`src/rtl/byteswap_pkg.sv`:
```
// Shared types and constants for the byteswap burst scheduler.
package byteswap_pkg;

    typedef enum logic [1:0] {
        ST_IDLE,
        ST_RUN,
        ST_DONE
    } state_t;

    localparam int AXI_4K_BYTES = 4096;
    localparam int ARLEN_W      = 8;
    localparam int CNT_W        = 32;

endpackage

```
`src/rtl/byteswap_burst_gen.sv`:
```
// One address/remaining generator: splits a run into bursts limited by
// maximum burst length and 4 KiB page boundaries.
import byteswap_pkg::*;

module byteswap_burst_gen #(
    parameter int ADDR_W    = 64,
    parameter int DATA_W    = 32,
    parameter int MAX_BURST = 64
) (
    input  logic              clk,
    input  logic              rst_n,
    input  logic              load,
    input  logic [ADDR_W-1:0] base,
    input  logic [CNT_W-1:0]  size,
    input  logic              advance,
    output logic [ADDR_W-1:0] addr,
    output logic [CNT_W-1:0]  rem,
    output logic [ARLEN_W-1:0] len
);

    localparam int BPB = DATA_W / 8;
    localparam logic [ADDR_W-1:0] ALIGN_MASK = ~ADDR_W'(BPB - 1);

    logic [ADDR_W-1:0] next_addr;
    logic [CNT_W-1:0]  next_rem;
    logic [CNT_W-1:0]  cur_beats;
    logic [CNT_W-1:0]  next_beats;

    function automatic logic [CNT_W-1:0] burst_beats(input logic [11:0] page_ofs,
                                                     input logic [CNT_W-1:0] left);
        logic [CNT_W-1:0] to_4k;
        logic [CNT_W-1:0] beats;
        to_4k = (CNT_W'(AXI_4K_BYTES) - CNT_W'(page_ofs)) / CNT_W'(BPB);
        beats = left;
        if (beats > CNT_W'(MAX_BURST)) beats = CNT_W'(MAX_BURST);
        if (beats > to_4k) beats = to_4k;
        return beats;
    endfunction

    // The length for the burst after this one is precomputed so len is a flop
    // that is already valid the cycle after a handshake.
    always_comb begin
        cur_beats = CNT_W'(len) + 1'b1;
        next_addr = addr;
        next_rem  = rem;
        if (load) begin
            next_addr = base & ALIGN_MASK;
            next_rem  = size;
        end else if (advance) begin
            next_addr = addr + ADDR_W'(cur_beats) * ADDR_W'(BPB);
            next_rem  = rem - cur_beats;
        end
        next_beats = burst_beats(next_addr[11:0], next_rem);
    end

    always_ff @(posedge clk or negedge rst_n) begin
        if (!rst_n) begin
            addr <= '0;
            rem  <= '0;
            len  <= '0;
        end else begin
            addr <= next_addr;
            rem  <= next_rem;
            len  <= (next_beats == '0) ? '0 : ARLEN_W'(next_beats - 1'b1);
        end
    end

endmodule

```
`src/rtl/byteswap_burst_sched.sv`:
```
// Burst scheduler for one in-place byteswap run: issues read bursts, the
// matching write bursts once their data has returned, and counts responses.
import byteswap_pkg::*;

module byteswap_burst_sched #(
    parameter int C_ADDR_WIDTH      = 64,
    parameter int C_DATA_WIDTH      = 32,
    parameter int C_XFER_SIZE_WIDTH = 32,
    parameter int C_MAX_BURST_BEATS = 64,
    parameter int C_MAX_OUTSTANDING = 8
) (
    input  logic                         ap_clk,
    input  logic                         ap_rst_n,
    input  logic                         ap_start,
    output logic                         ap_idle,
    output logic                         ap_done,
    output logic                         ap_ready,
    input  logic [C_ADDR_WIDTH-1:0]      gmem_ptr,
    input  logic [C_XFER_SIZE_WIDTH-1:0] xfer_size,
    output logic                         rd_cmd_valid,
    input  logic                         rd_cmd_ready,
    output logic [C_ADDR_WIDTH-1:0]      rd_cmd_addr,
    output logic [ARLEN_W-1:0]           rd_cmd_len,
    output logic                         wr_cmd_valid,
    input  logic                         wr_cmd_ready,
    output logic [C_ADDR_WIDTH-1:0]      wr_cmd_addr,
    output logic [ARLEN_W-1:0]           wr_cmd_len,
    input  logic                         rd_burst_done,
    input  logic                         wr_resp_valid,
    input  logic                         wr_resp_err,
    output logic                         err
);

    localparam logic [CNT_W-1:0] MAX_OUT = CNT_W'(C_MAX_OUTSTANDING);

    state_t state;

    logic [CNT_W-1:0] rd_outstanding, rd_completed, wr_issued, b_cnt;
    logic [CNT_W-1:0] rd_rem, wr_rem, size_in;
    logic [CNT_W-1:0] rd_rem_after, wr_rem_after;
    logic [CNT_W-1:0] rd_out_next, rd_comp_next, wr_iss_next, b_cnt_next;
    logic             start_accept, in_run, rd_fire, wr_fire, rd_done_hit, b_hit;
    logic             run_complete;

    assign size_in  = CNT_W'(xfer_size);
    assign ap_ready = ap_done;

    byteswap_burst_gen #(
        .ADDR_W   (C_ADDR_WIDTH),
        .DATA_W   (C_DATA_WIDTH),
        .MAX_BURST(C_MAX_BURST_BEATS)
    ) u_rd_gen (
        .clk    (ap_clk),
        .rst_n  (ap_rst_n),
        .load   (start_accept),
        .base   (gmem_ptr),
        .size   (size_in),
        .advance(rd_fire),
        .addr   (rd_cmd_addr),
        .rem    (rd_rem),
        .len    (rd_cmd_len)
    );

    byteswap_burst_gen #(
        .ADDR_W   (C_ADDR_WIDTH),
        .DATA_W   (C_DATA_WIDTH),
        .MAX_BURST(C_MAX_BURST_BEATS)
    ) u_wr_gen (
        .clk    (ap_clk),
        .rst_n  (ap_rst_n),
        .load   (start_accept),
        .base   (gmem_ptr),
        .size   (size_in),
        .advance(wr_fire),
        .addr   (wr_cmd_addr),
        .rem    (wr_rem),
        .len    (wr_cmd_len)
    );

    // Next-cycle view of every counter, so valids and completion are decided
    // one cycle early and still come out of flops.
    always_comb begin
        start_accept = (state == ST_IDLE) && ap_start;
        in_run       = (state == ST_RUN);
        rd_fire      = rd_cmd_valid && rd_cmd_ready;
        wr_fire      = wr_cmd_valid && wr_cmd_ready;
        rd_done_hit  = in_run && rd_burst_done;
        b_hit        = in_run && wr_resp_valid;
        rd_rem_after = rd_fire ? rd_rem - (CNT_W'(rd_cmd_len) + 1'b1) : rd_rem;
        wr_rem_after = wr_fire ? wr_rem - (CNT_W'(wr_cmd_len) + 1'b1) : wr_rem;
        rd_out_next  = rd_outstanding + CNT_W'(rd_fire) - CNT_W'(rd_done_hit);
        rd_comp_next = rd_completed + CNT_W'(rd_done_hit);
        wr_iss_next  = wr_issued + CNT_W'(wr_fire);
        b_cnt_next   = b_cnt + CNT_W'(b_hit);
        run_complete = (rd_rem_after == '0) && (wr_rem_after == '0) &&
                       (b_cnt_next == wr_iss_next);
    end

    always_ff @(posedge ap_clk or negedge ap_rst_n) begin
        if (!ap_rst_n) begin
            state          <= ST_IDLE;
            ap_idle        <= 1'b1;
            ap_done        <= 1'b0;
            rd_cmd_valid   <= 1'b0;
            wr_cmd_valid   <= 1'b0;
            err            <= 1'b0;
            rd_outstanding <= '0;
            rd_completed   <= '0;
            wr_issued      <= '0;
            b_cnt          <= '0;
        end else begin
            case (state)
                ST_IDLE: begin
                    if (ap_start) begin
                        state          <= ST_RUN;
                        ap_idle        <= 1'b0;
                        err            <= 1'b0;
                        rd_outstanding <= '0;
                        rd_completed   <= '0;
                        wr_issued      <= '0;
                        b_cnt          <= '0;
                    end
                end
                ST_RUN: begin
                    rd_outstanding <= rd_out_next;
                    rd_completed   <= rd_comp_next;
                    wr_issued      <= wr_iss_next;
                    b_cnt          <= b_cnt_next;
                    if (b_hit && wr_resp_err) err <= 1'b1;
                    if (run_complete) begin
                        state        <= ST_DONE;
                        ap_done      <= 1'b1;
                        rd_cmd_valid <= 1'b0;
                        wr_cmd_valid <= 1'b0;
                    end else begin
                        // A write may only go out once its read data is back.
                        rd_cmd_valid <= (rd_rem_after != '0) && (rd_out_next < MAX_OUT);
                        wr_cmd_valid <= (wr_rem_after != '0) && (wr_iss_next < rd_comp_next);
                    end
                end
                ST_DONE: begin
                    state   <= ST_IDLE;
                    ap_done <= 1'b0;
                    ap_idle <= 1'b1;
                end
                default: begin
                    state        <= ST_IDLE;
                    ap_idle      <= 1'b1;
                    ap_done      <= 1'b0;
                    rd_cmd_valid <= 1'b0;
                    wr_cmd_valid <= 1'b0;
                end
            endcase
        end
    end

endmodule

```
`config.mk`:
```
export PLATFORM = sky130hd
export DESIGN_NAME = byteswap_burst_sched
export DESIGN_NICKNAME = d
export VERILOG_FILES = /design/src/rtl/byteswap_pkg.sv /design/src/rtl/byteswap_burst_gen.sv /design/src/rtl/byteswap_burst_sched.sv
export SDC_FILE = /design/constraint.sdc
export NUM_CORES = 1
export LEC_CHECK = 0
export ABC_AREA = 1
export CORE_UTILIZATION = 54
export DETAILED_ROUTE_END_ITERATION = 16
export PLACE_DENSITY = 0.77
export REMOVE_ABC_BUFFERS = 1
export SKIP_LAST_GASP = 1
export SYNTH_ARGS = -nofsm -noshare
export SYNTH_HDL_FRONTEND = slang
export SYNTH_SLANG_ARGS = --single-unit
```
`constraint.sdc`:
```
create_clock -name ap_clk -period 5.3 [get_ports ap_clk]
set_clock_uncertainty 0.2 [all_clocks]
set_input_delay 1.59 -clock ap_clk [delete_from_list [all_inputs] [get_ports ap_clk]]
set_output_delay 1.59 -clock ap_clk [all_outputs]
set_load 0.01 [all_outputs]
```
# After elaboration in Yosys (flattened, before gate mapping)
# Index checks and enable logic that the tools add are counted.
word_totals:
  reg_bits: 343
  in_bits: 104
  output_inout_bits: 150
  word_cells: 105
op_classes:
  add_sub_neg: 15
  n_lt_le_gt_ge: 6
  eq_ne: 6
  n_mux: 32
  bitwise_logic: 2
  n_reduce_logical: 26
ops:
  columns: ["cell", "n"]
  rows:
  - ["32-bit 2-to-1 mux", 9]
  - ["64-bit 2-to-1 mux", 4]
  - ["32-bit one-hot mux with 2 select lines", 4]
  - ["32-bit by 1-bit adder with 32-bit output", 4]
  - ["64-bit by 11-bit adder with 64-bit output", 2]
  - ["32-bit logical NOT", 4]
  - ["32-bit by 30-bit > comparator with 1-bit output", 2]
  - ["32-bit by 7-bit > comparator with 1-bit output, second input constant", 2]
  - ["32-bit nonzero test", 2]
  - ["32-bit by 9-bit subtractor with 32-bit output", 2]
  - ["32-bit equality test", 1]
  - ["32-bit < comparator", 1]
  - ["32-bit by 4-bit < comparator with 1-bit output, second input constant", 1]
  - ["32-bit by 1-bit subtractor with 32-bit output", 1]
  - ["13-bit by 12-bit subtractor with 14-bit output, first input constant", 2]
  - ["8-bit by 1-bit adder with 9-bit output, second input constant", 2]
  - ["8-bit 2-to-1 mux", 2]
  - ["8-bit by 1-bit subtractor with 8-bit output, second input constant", 2]
  - ["1-bit logical AND", 10]
  - ["1-bit one-hot mux with 2 select lines", 5]
  - ["2-bit AND reduction", 4]
  - ["2-bit nonzero test", 3]
  - ["1-bit 2-to-1 mux", 5]
  - ["2-bit 2-to-1 mux", 2]
  - ["other kinds (9)", 11]

# Logic depth before layout (Yosys ltp)
# Gate-level depths: netlist of run 1.
depth:
  ltp_word: 10
  mapped_depth: 43
  depth_no_buf: 42

# Hierarchy
# A second synthesis of run 1 with hierarchy kept.
unflattened:
  hier_cells: 4845
  hier_area_um2: 31149.9
by_module_without_submodules:
  columns: ["module", "instances", "cells_each", "area_per_inst_um2", "seq_area_each_um2"]
  rows:
  - ["byteswap_burst_sched", 1, 2347, 13953.4, 3379.5]
  - ["byteswap_burst_gen (u_rd_gen)", 1, 1247, 8642.0, 2602.5]
  - ["byteswap_burst_gen (u_wr_gen)", 1, 1251, 8554.5, 2602.5]

# Worst setup path before layout of run 1
# No wires, ideal clock.
synth_path:
  path_kind: "in2reg"
  from: "input wr_cmd_ready"
  to: "register u_wr_gen.len[4]"
  setup_time_ns: 0.118
  t_arrival_ns: 5.062
  required_time_ns: 4.982
  slack_ns: -0.080
  stages: 33
  path_buffers: 2
  path_cell_list: "nand2_2 buf_6 nor2_4 nand2_2 nor2_4 nand3_1 nand2_1 nand2_1 a21boi_2 nand3_1 nor2_1 nand2_1 nor2_4 nand3_1 inv_1 ha_1 inv_1 o21bai_1 a221oi_1 nor2_1 o211ai_1 nand2_1 nand2_1 inv_1 buf_2 nand2_1 nand2_2 inv_1 ha_1 nand2_1 nor2_1 xor2_1 nor2_1"
synth_via:
  elab_chain_cells: 9
  elab_cells_between_ends: 13
  cone_classes: "add/sub: 2; order compare: 2; mux: 7; reduce/logical: 2"
synth_rtl:
  columns: ["item", "line_no", "rtl"]
  rows:
  - ["start, declared", "byteswap_burst_sched.sv:25", "input logic wr_cmd_ready,"]
  - ["1-bit logical AND *", "byteswap_burst_sched.sv:86", "wr_fire = wr_cmd_valid && wr_cmd_ready;"]
  - ["32-bit 2-to-1 mux", "byteswap_burst_gen.sv:49", "end else if (advance) begin"]
  - ["32-bit 2-to-1 mux", "byteswap_burst_gen.sv:46", "if (load) begin"]
  - ["32-bit by 7-bit > comparator with 1-bit output", "byteswap_burst_gen.sv:35", "if (beats > CNT_W'(MAX_BURST)) beats = CNT_W'(MAX_BURST);"]
  - ["32-bit 2-to-1 mux", "byteswap_burst_gen.sv:35", null]
  - ["32-bit by 30-bit > comparator with 1-bit output", "byteswap_burst_gen.sv:36", "if (beats > to_4k) beats = to_4k;"]
  - ["32-bit 2-to-1 mux *", "byteswap_burst_gen.sv:36", null]
  - ["8-bit by 1-bit subtractor with 8-bit output / 32-bit logical NOT (equally long branches)", "byteswap_burst_gen.sv:64", "len <= (next_beats == '0) ? '0 : ARLEN_W'(next_beats - 1'b1);"]
  - ["8-bit 2-to-1 mux *", "byteswap_burst_gen.sv:64", null]
  - ["end signal, assigned", "byteswap_burst_gen.sv:64", null]
  - ["end, declared", "byteswap_burst_gen.sv:18", "output logic [ARLEN_W-1:0] len"]
# Mark *: on every way between the ends. The rest lies on a longest branch, timed or not. The select of a mux whose other input is x is not followed.
# A chain may end at the register's enable or synchronous reset.

# Final worst setup path of run 1
layout_path:
  from: "register u_rd_gen.len[1]"
  to: "register u_rd_gen.len[0]"
layout_via:
  elab_chain_cells: 10
  elab_cells_between_ends: 15
  cone_classes: "add/sub: 5; order compare: 2; mux: 7; reduce/logical: 1"
layout_rtl:
  columns: ["item", "line_no", "rtl"]
  rows:
  - ["start, declared", "byteswap_burst_gen.sv:18", null]
  - ["start signal, assigned", "byteswap_burst_gen.sv:64", null]
  - ["8-bit by 1-bit adder with 9-bit output *", "byteswap_burst_gen.sv:43", "cur_beats = CNT_W'(len) + 1'b1;"]
  - ["32-bit by 9-bit subtractor with 32-bit output *", "byteswap_burst_gen.sv:51", "next_rem = rem - cur_beats;"]
  - ["32-bit 2-to-1 mux *", null, null]
  - ["32-bit 2-to-1 mux *", "byteswap_burst_gen.sv:46", null]
  - ["named net u_rd_gen.next_rem[8]", "byteswap_burst_gen.sv:25", "logic [CNT_W-1:0] next_rem;"]
  - ["32-bit by 7-bit > comparator with 1-bit output", "byteswap_burst_gen.sv:35", null]
  - ["32-bit 2-to-1 mux *", "byteswap_burst_gen.sv:35", null]
  - ["32-bit by 30-bit > comparator with 1-bit output", "byteswap_burst_gen.sv:36", null]
  - ["32-bit 2-to-1 mux *", "byteswap_burst_gen.sv:36", null]
  - ["8-bit by 1-bit subtractor with 8-bit output / 32-bit logical NOT (equally long branches)", "byteswap_burst_gen.sv:64", null]
  - ["8-bit 2-to-1 mux *", "byteswap_burst_gen.sv:64", null]
# The timed path passes the listed nets; every way through them passes the cells marked *. The select of a mux whose other input is x is not followed.

==> results of run 1 <==
how the worst min path moves through the flow:
stage | from | endpoint | slack [ps] | depth (start not counted)
floorplan | b_cnt[0] | b_cnt[0] | 260 | 2
global placement | b_cnt[0] | b_cnt[0] | 270 | 2
detailed placement | b_cnt[0] | b_cnt[0] | 280 | 2
CTS | ap_idle | ap_idle | 290 | 2
global route | b_cnt[0] | b_cnt[0] | 310 | 2
finish | ap_idle | ap_idle | 290 | 2
sequential cells by signal, summed over array words and instances, names as in the netlist:
| name | flops |
|---|---|
| rd_cmd_valid | 1 |
| ap_done | 1 |
| state | 2 |
| ap_idle | 1 |
| u_wr_gen.addr | 64 |
| rd_outstanding | 32 |
| wr_cmd_valid | 1 |
| u_rd_gen.rem | 32 |
| err | 1 |
| u_wr_gen.rem | 32 |
| b_cnt | 32 |
| u_wr_gen.len | 8 |
| u_rd_gen.addr | 64 |
| wr_issued | 32 |
| u_rd_gen.len | 8 |
| rd_completed | 32 |
stage by stage:
step           utilization, %  setup slack (ps)  hold slack [ps]  power [W]
6_report                 75.2             -92.3              288     0.0225
5_1_grt                  75.2              -334              310     0.0241
4_1_cts                  71.8             -9.74              289     0.0207
3_5_place_dp             67.4              -907              280     0.0171
3_3_place_gp             67.4              -743              273     0.0168
2_1_floorplan               -             -1620              259     0.0120
worst register-to-register path, delay by kind of cell, from the launching register on:
| family | cells | cell delay (ps) |
|---|---|---|
| AOI/OAI and AO/OA | 7 | 970 |
| and+or+nand+nor | 20 | 2410 |
| adders and majority gates | 2 | 430 |
| DFF | 1 | 430 |
| buffers and inverters | 7 | 890 |
power groups by stage:
stage / combinational, W / clock (W) / sequential, W
after global placement: 0.0121 / 0 / 0.00472
final: 0.0146 / 0.00306 / 0.00484
after CTS: 0.0129 / 0.00307 / 0.00473
after detailed placement: 0.0124 / 0 / 0.00474
after global routing: 0.0159 / 0.00318 / 0.00494
after floorplan: 0.00740 / 0 / 0.00462
cells by family (layout without fill, tap and decap cells):
kind of cell               Yosys count  after routing
AOI/OAI and AO/OA                  578            578
xor gates and xnor gates           163            163
adders and majority gates          138            138
buffers and inverters              725           1447
DFF                                343            343
other                                1             10
and+or+nand+nor                   2008           2012
per-layer routing:
metal / routed length [microns] / vias to the layer above / track usage (%)
met1: 40400 / 14345 / 50.0
met4: 4900 / 0 / 15.0
met2: 44400 / 1575 / 58.7
met3: 8870 / 311 / 6.00
li1: - / 14504 / -
met5: 0 / - / 0
layout make-up:
cell class / count / area, sq um
diodes: 2 / 5.00
clock buffers: 64 / 1260
clock inverters: 13 / 189
fillers: 3732 / 12200
inverters: 638 / 2420
multi-input cells: 2899 / 17300
flip-flops and latches: 343 / 8590
well taps: 664 / 831
repair buffers: 732 / 6390
timing repair:
item                                    in CTS  in global routing
endpoints found under the setup margin      17                 17
pin swaps                                   69                199
hold buffers                                 0                  0
resized for setup                          114                316
buffers inserted                            28                 53
cloned                                       4                  2
cells in the final DEF (no fill, tap or decap), types with 12 or more instances in the layout:
cell             count
nand3_1            238
clkbuf_16           43
nand2_1            891
nand4_1            127
inv_2               28
xor2_1             110
nand2_4             32
nor2_2              50
o21ai_1             25
a21oi_2             16
buf_12              12
nor4_1              39
nor2_4              33
nand2_2             89
xnor2_1             43
a31oi_1             12
a21oi_1            121
buf_6               23
o21ai_0            145
o22ai_1             89
nor2_1             298
clkdlybuf4s50_1    246
dfrtp_1            338
nor3_1             110
o211ai_1            38
ha_4                25
or2_2               25
o221ai_1            38
ha_1               105
buf_4              443
inv_1              600
nand3_2             39
==> flow_summary.ini, run 1 <==
[placement]
placed_cell_area_sq_um = 33100
hpwl_microns = 71500
dp.cells = 5190
port_buffers = 251
routabilityCongestion = 0.984

[pwr]
pwr-share-clk_pct = 13.6
comb_power_share_pct = 64.9
p_sw_w = 0.0106
internal_power_w = 0.0119
ir_drop_v = 0.000502
swShare_pct = 47.1
power_leakage_nw = 17.4
power.density_nw_per_um2 = 609
sequentialPowerShare_pct = 21.5

[timing]
finalHoldViolCount = 0
period_share_pct = 102
max_freq_mhz = 185
worst_slack_ps = -92.3
slew_headroom_pct = 40.7
fin_tns_setup_ps = -826
drv_slew = 0
fin_crit_ps = 5390
rsz0062_at_grt = true
worstMarginPinSlew_ps = 881
setup_violations = 14

[floorplanning]
coreArea_sq_um = 49200
dieHeight_microns = 226
dieArea_sq_um = 50900
die_w_microns = 226
io_pins = 254
start_util_pct = 54.9
rows = 81

[logic_synthesis]
yosys.area_share.adder_pct = 6.53
synth_ff_type = dfrtp_1
synth_top_family_by_area = simple AND/OR/NAND/NOR gates
yosysTopAreaCellShare_pct = 31.7
syn_inst = 3956
synth_area_per_cell_sq_um = 6.83
synth-seq-cells = 343
synthXorXnorAreaFrac_pct = 5.29
synth-compound-area-share_pct = 13.1
synth_cell_types = 62
synth_edf_count = 0
synth_most_common_cell = nand2_1
async_flop_share_pct = 100
synth_area_leaders = dfrtp_1 (32%), nand2_1 (14%), inv_1 (8.7%)
yosys_warnings = 0
ys_seq_area_share_pct = 31.8
synth_area_sq_um = 27000
synth_simple_gate_area_share_pct = 33.0
yosysTopAreaCell = dfrtp_1
synth_mux_area_share_pct = 0
synth_common_cells = nand2_1 (984), inv_1 (624), nor2_1 (349)

[clock_network]
clkTransAtPathRegs_ps = 50
cts_max_level = 2
clk_latency_ps = 610
clockBufferDepth = 3
cts_sinks = 343
tritoncts = built
cts_buffers = 43
clockRootBuffer = clkbuf_16

[worst_setup_path]
cp_max_fo = 7
crit_path_top_delay_cell = dfrtp_2
path_class = flop to flop
end_kind = flop
start_kind = flop
critPathMaxStageDelay_ps = 430
path_buf_inv = 7
r2r-start = u_rd_gen.len[1]
worstSetupPathDepth = 36
critPathTopFamily = simple AND/OR/NAND/NOR gates
r2r_cells = 36
cp.required_ps = 5600
crit_top_cell = nand2_1
crit_start = u_rd_gen.len[1]
endpoint = u_rd_gen.len[0]
timing.rr.end = u_rd_gen.len[0]
rrSetupSlack_ps = -90
cp_data_arrival_time_ps = 5690

[finish]
design_area_sq_um = 37000
drive_gt1_share_pct = 20.7
instances_no_fill = 5355
syn_to_final_growth_pct = 36.9
finalNetCount = 4899

[grt]
grt_pass1_vias = 27965
grt_pass1_wl_microns = 148000
grt-ovfl-total = 0
grt_use_total_pct = 36.9
grt_max_degree = 107
antenna_found_initial = 1

[routing]
drt_iter0_markers = 2877
drt_wl_total_microns = 98500
ant_nets = 0
num_vias = 30735
drt_pass1_iterations = 8
wl_per_cell_microns = 18.4
drc = 0
vias_per_cell = 5.74

[worst_hold_path]
hold_class = flop to flop

[outcome]
outcome = finished with violations
violations = negative setup slack

[flow_run]
maxCapViolations = 0
No activity file was read; power rests on OpenSTA's default activity.
==> run 2, diff against run 1 <==
- PLACE_DENSITY: 0.77 -> 0.8
==> run 2 against run 1 <==
- setup slack worse by 260 ps
- critical path depth down 1
- via count up 1.5%
- clock power about the same
- the flow still finishes with violations (negative setup slack)
- largest power group unchanged
- utilization about the same
- combinational power about the same
- non-clock buffer count up 15
- design area about the same
- die area unchanged
==> flow_summary.ini, run 2 (synthesized netlist as in run 1, its figures left out) <==
[outcome]
outcome = finished with violations
violations = negative setup slack

[pwr]
power.density_nw_per_um2 = 615
pwr-share-clk_pct = 13.6
sequentialPowerShare_pct = 21.2
swShare_pct = 47.0
ir_drop_v = 0.000570
comb_power_share_pct = 65.2
power_leakage_nw = 17.4
p_sw_w = 0.0107
internal_power_w = 0.0120

[finish]
final_cell_mix = nand2_1 (899), inv_1 (603), buf_4 (462)
final_util_pct = 75.2
multiInputGateArea_sq_um = 17200
finalNetCount = 4910
drive_gt1_share_pct = 20.6
ff_latch_area_sq_um = 8590
fillerInstances = 3548
reg_top3 = u_rd_gen.addr (64), u_wr_gen.addr (64)
syn_to_final_growth_pct = 36.8
num_antenna_cells = 0
mostFrequentLayoutCell = nand2_1

[clock_network]
tritoncts = built
clk_latency_ps = 600
cts_max_level = 2
postCtsHoldBufs = 0
cts_sinks = 343
clkTransAtPathRegs_ps = 70
clockBufferDepth = 3
clockRootBuffer = clkbuf_16
cts_buffers = 41

[floorplanning]
io_pins = 254
start_util_pct = 54.9
coreArea_sq_um = 49200
dieHeight_microns = 226
rows = 81
die_w_microns = 226
dieArea_sq_um = 50900

[worst_setup_path]
path_class = flop to flop
crit_path_top_delay_cell = a21oi_1
cp_data_arrival_time_ps = 5930
cp_max_fo = 5
end_kind = flop
critPathMaxStageDelay_ps = 450
cp.required_ps = 5580
crit_top_cell = nand2_1
start_kind = flop

[routing]
ant_nets = 0
drt_wl_total_microns = 99900
wl_per_cell_microns = 18.6
drt_pass1_iterations = 8
num_vias = 31194
drt_iter0_markers = 3612
vias_per_cell = 5.82
drc = 0

[grt]
grt_pass1_vias = 28484
antenna_found_initial = 0
grt_use_total_pct = 36.3
grt_max_degree = 83
grt_pass1_wl_microns = 147000
grt-ovfl-total = 0

[timing]
worst_slack_ps = -355
max_freq_mhz = 177
finalHoldViolCount = 0
setup_violations = 16
whs_ps = 311
fin_crit_ps = 5660
worstMarginPinSlew_ps = 1060
drv_slew = 0
period_share_pct = 107
rsz0062_at_grt = true
slew_headroom_pct = 28.8

[placement]
hpwl_microns = 69900
routabilityCongestion = 1.00
port_buffers = 251

[worst_hold_path]
hold_class = flop to flop

[flow_run]
maxCapViolations = 0
[run 2: cell count changes in the layout (fill, tap and decap cells not counted), moves of 5 or more]
cell / previous run / this run
buf_4: 443 / 462
clkbuf_1: 10 / 2
clkinv_2: 5 / 10
ha_4: 25 / 30
nand2_1: 891 / 899
nand2_2: 89 / 78
nor2_1: 298 / 309
nor2_2: 50 / 41
o21ai_0: 145 / 150
[run 2: what timing repair did]
| action | 4_1_cts | 5_1_grt |
|---|---|---|
| resized for setup | 80 | 317 |
| pin swaps | 40 | 185 |
| setup buffers | 44 | 52 |
| setup endpoints to repair | 17 | 18 |
| gates cloned | 2 | 2 |
| hold endpoints to repair | 0 | 0 |
[run 2: path summary, 6_finish.rpt]
| check | from | end | slack (ps) | cells past startpoint |
|---|---|---|---|---|
| worst max-delay path | u_wr_gen.len[1] | u_wr_gen.len[2] | -360 | 35 |
| worst min-delay path | err | err | 310 | 1 |
| worst max register to register | u_wr_gen.len[1] | u_wr_gen.len[2] | -360 | 35 |
| worst min register to register | err | err | 310 | 1 |
| max in group asynchronous | ap_rst_n | u_rd_gen.len[1] | 3030 | 2 |
| min in group asynchronous | ap_rst_n | u_rd_gen.addr[44] | 830 | 1 |
[run 2: layout make-up]
| cell class | instances | area share, % |
|---|---|---|
| sequential | 343 | 23.2 |
| timing repair buffer | 747 | 17.5 |
| tap | 664 | 2.25 |
| clock buffer | 51 | 3.10 |
| multi-input combinational | 2897 | 46.5 |
| inverter | 638 | 6.52 |
| clock inverter | 24 | 0.847 |
[run 2: routing by layer]
metal  share of wire (%)  GRT usage, %  up-vias
li1                    -             -    14534
met1                  39          48.0    14458
met2                  46          58.3     1793
met3                 9.7          5.89      409
met4                 5.6          16.2        0
met5                   0             0        -
[run 2: power groups by stage]
stage | sequential (W) | combinational, W | clock (W)
global route | 0.00491 | 0.0161 | 0.00320
global placement | 0.00469 | 0.0122 | 0
finish | 0.00483 | 0.0148 | 0.00308
CTS | 0.00471 | 0.0131 | 0.00309
floorplan | 0.00462 | 0.00740 | 0
detailed placement | 0.00472 | 0.0125 | 0
[run 2: stage by stage]
stage,area (sq um),setup slack (ps),total power (W),instances,setup TNS [ps]
after detailed placement,33100,-1020,0.0172,5191,-16360
after CTS,35300,-6.62,0.0209,5312,-11.7
after floorplan,26600,-1620,0.0120,3876,-57650
after global placement,33100,-905,0.0169,5191,-14320
after global routing,36900,-626,0.0243,5364,-7580
final,36900,-355,0.0227,5364,-4250
[run 2: critical path, delay by kind of cell (launching register included)]
| kind | cells | cell delay, ps |
|---|---|---|
| buffers and inverters | 11 | 1000 |
| flip-flops | 1 | 430 |
| XOR/XNOR | 2 | 530 |
| adder cells (fa/ha/maj) | 4 | 960 |
| AO/OA/AOI/OAI | 7 | 1340 |
| AND/OR/NAND/NOR | 11 | 1060 |
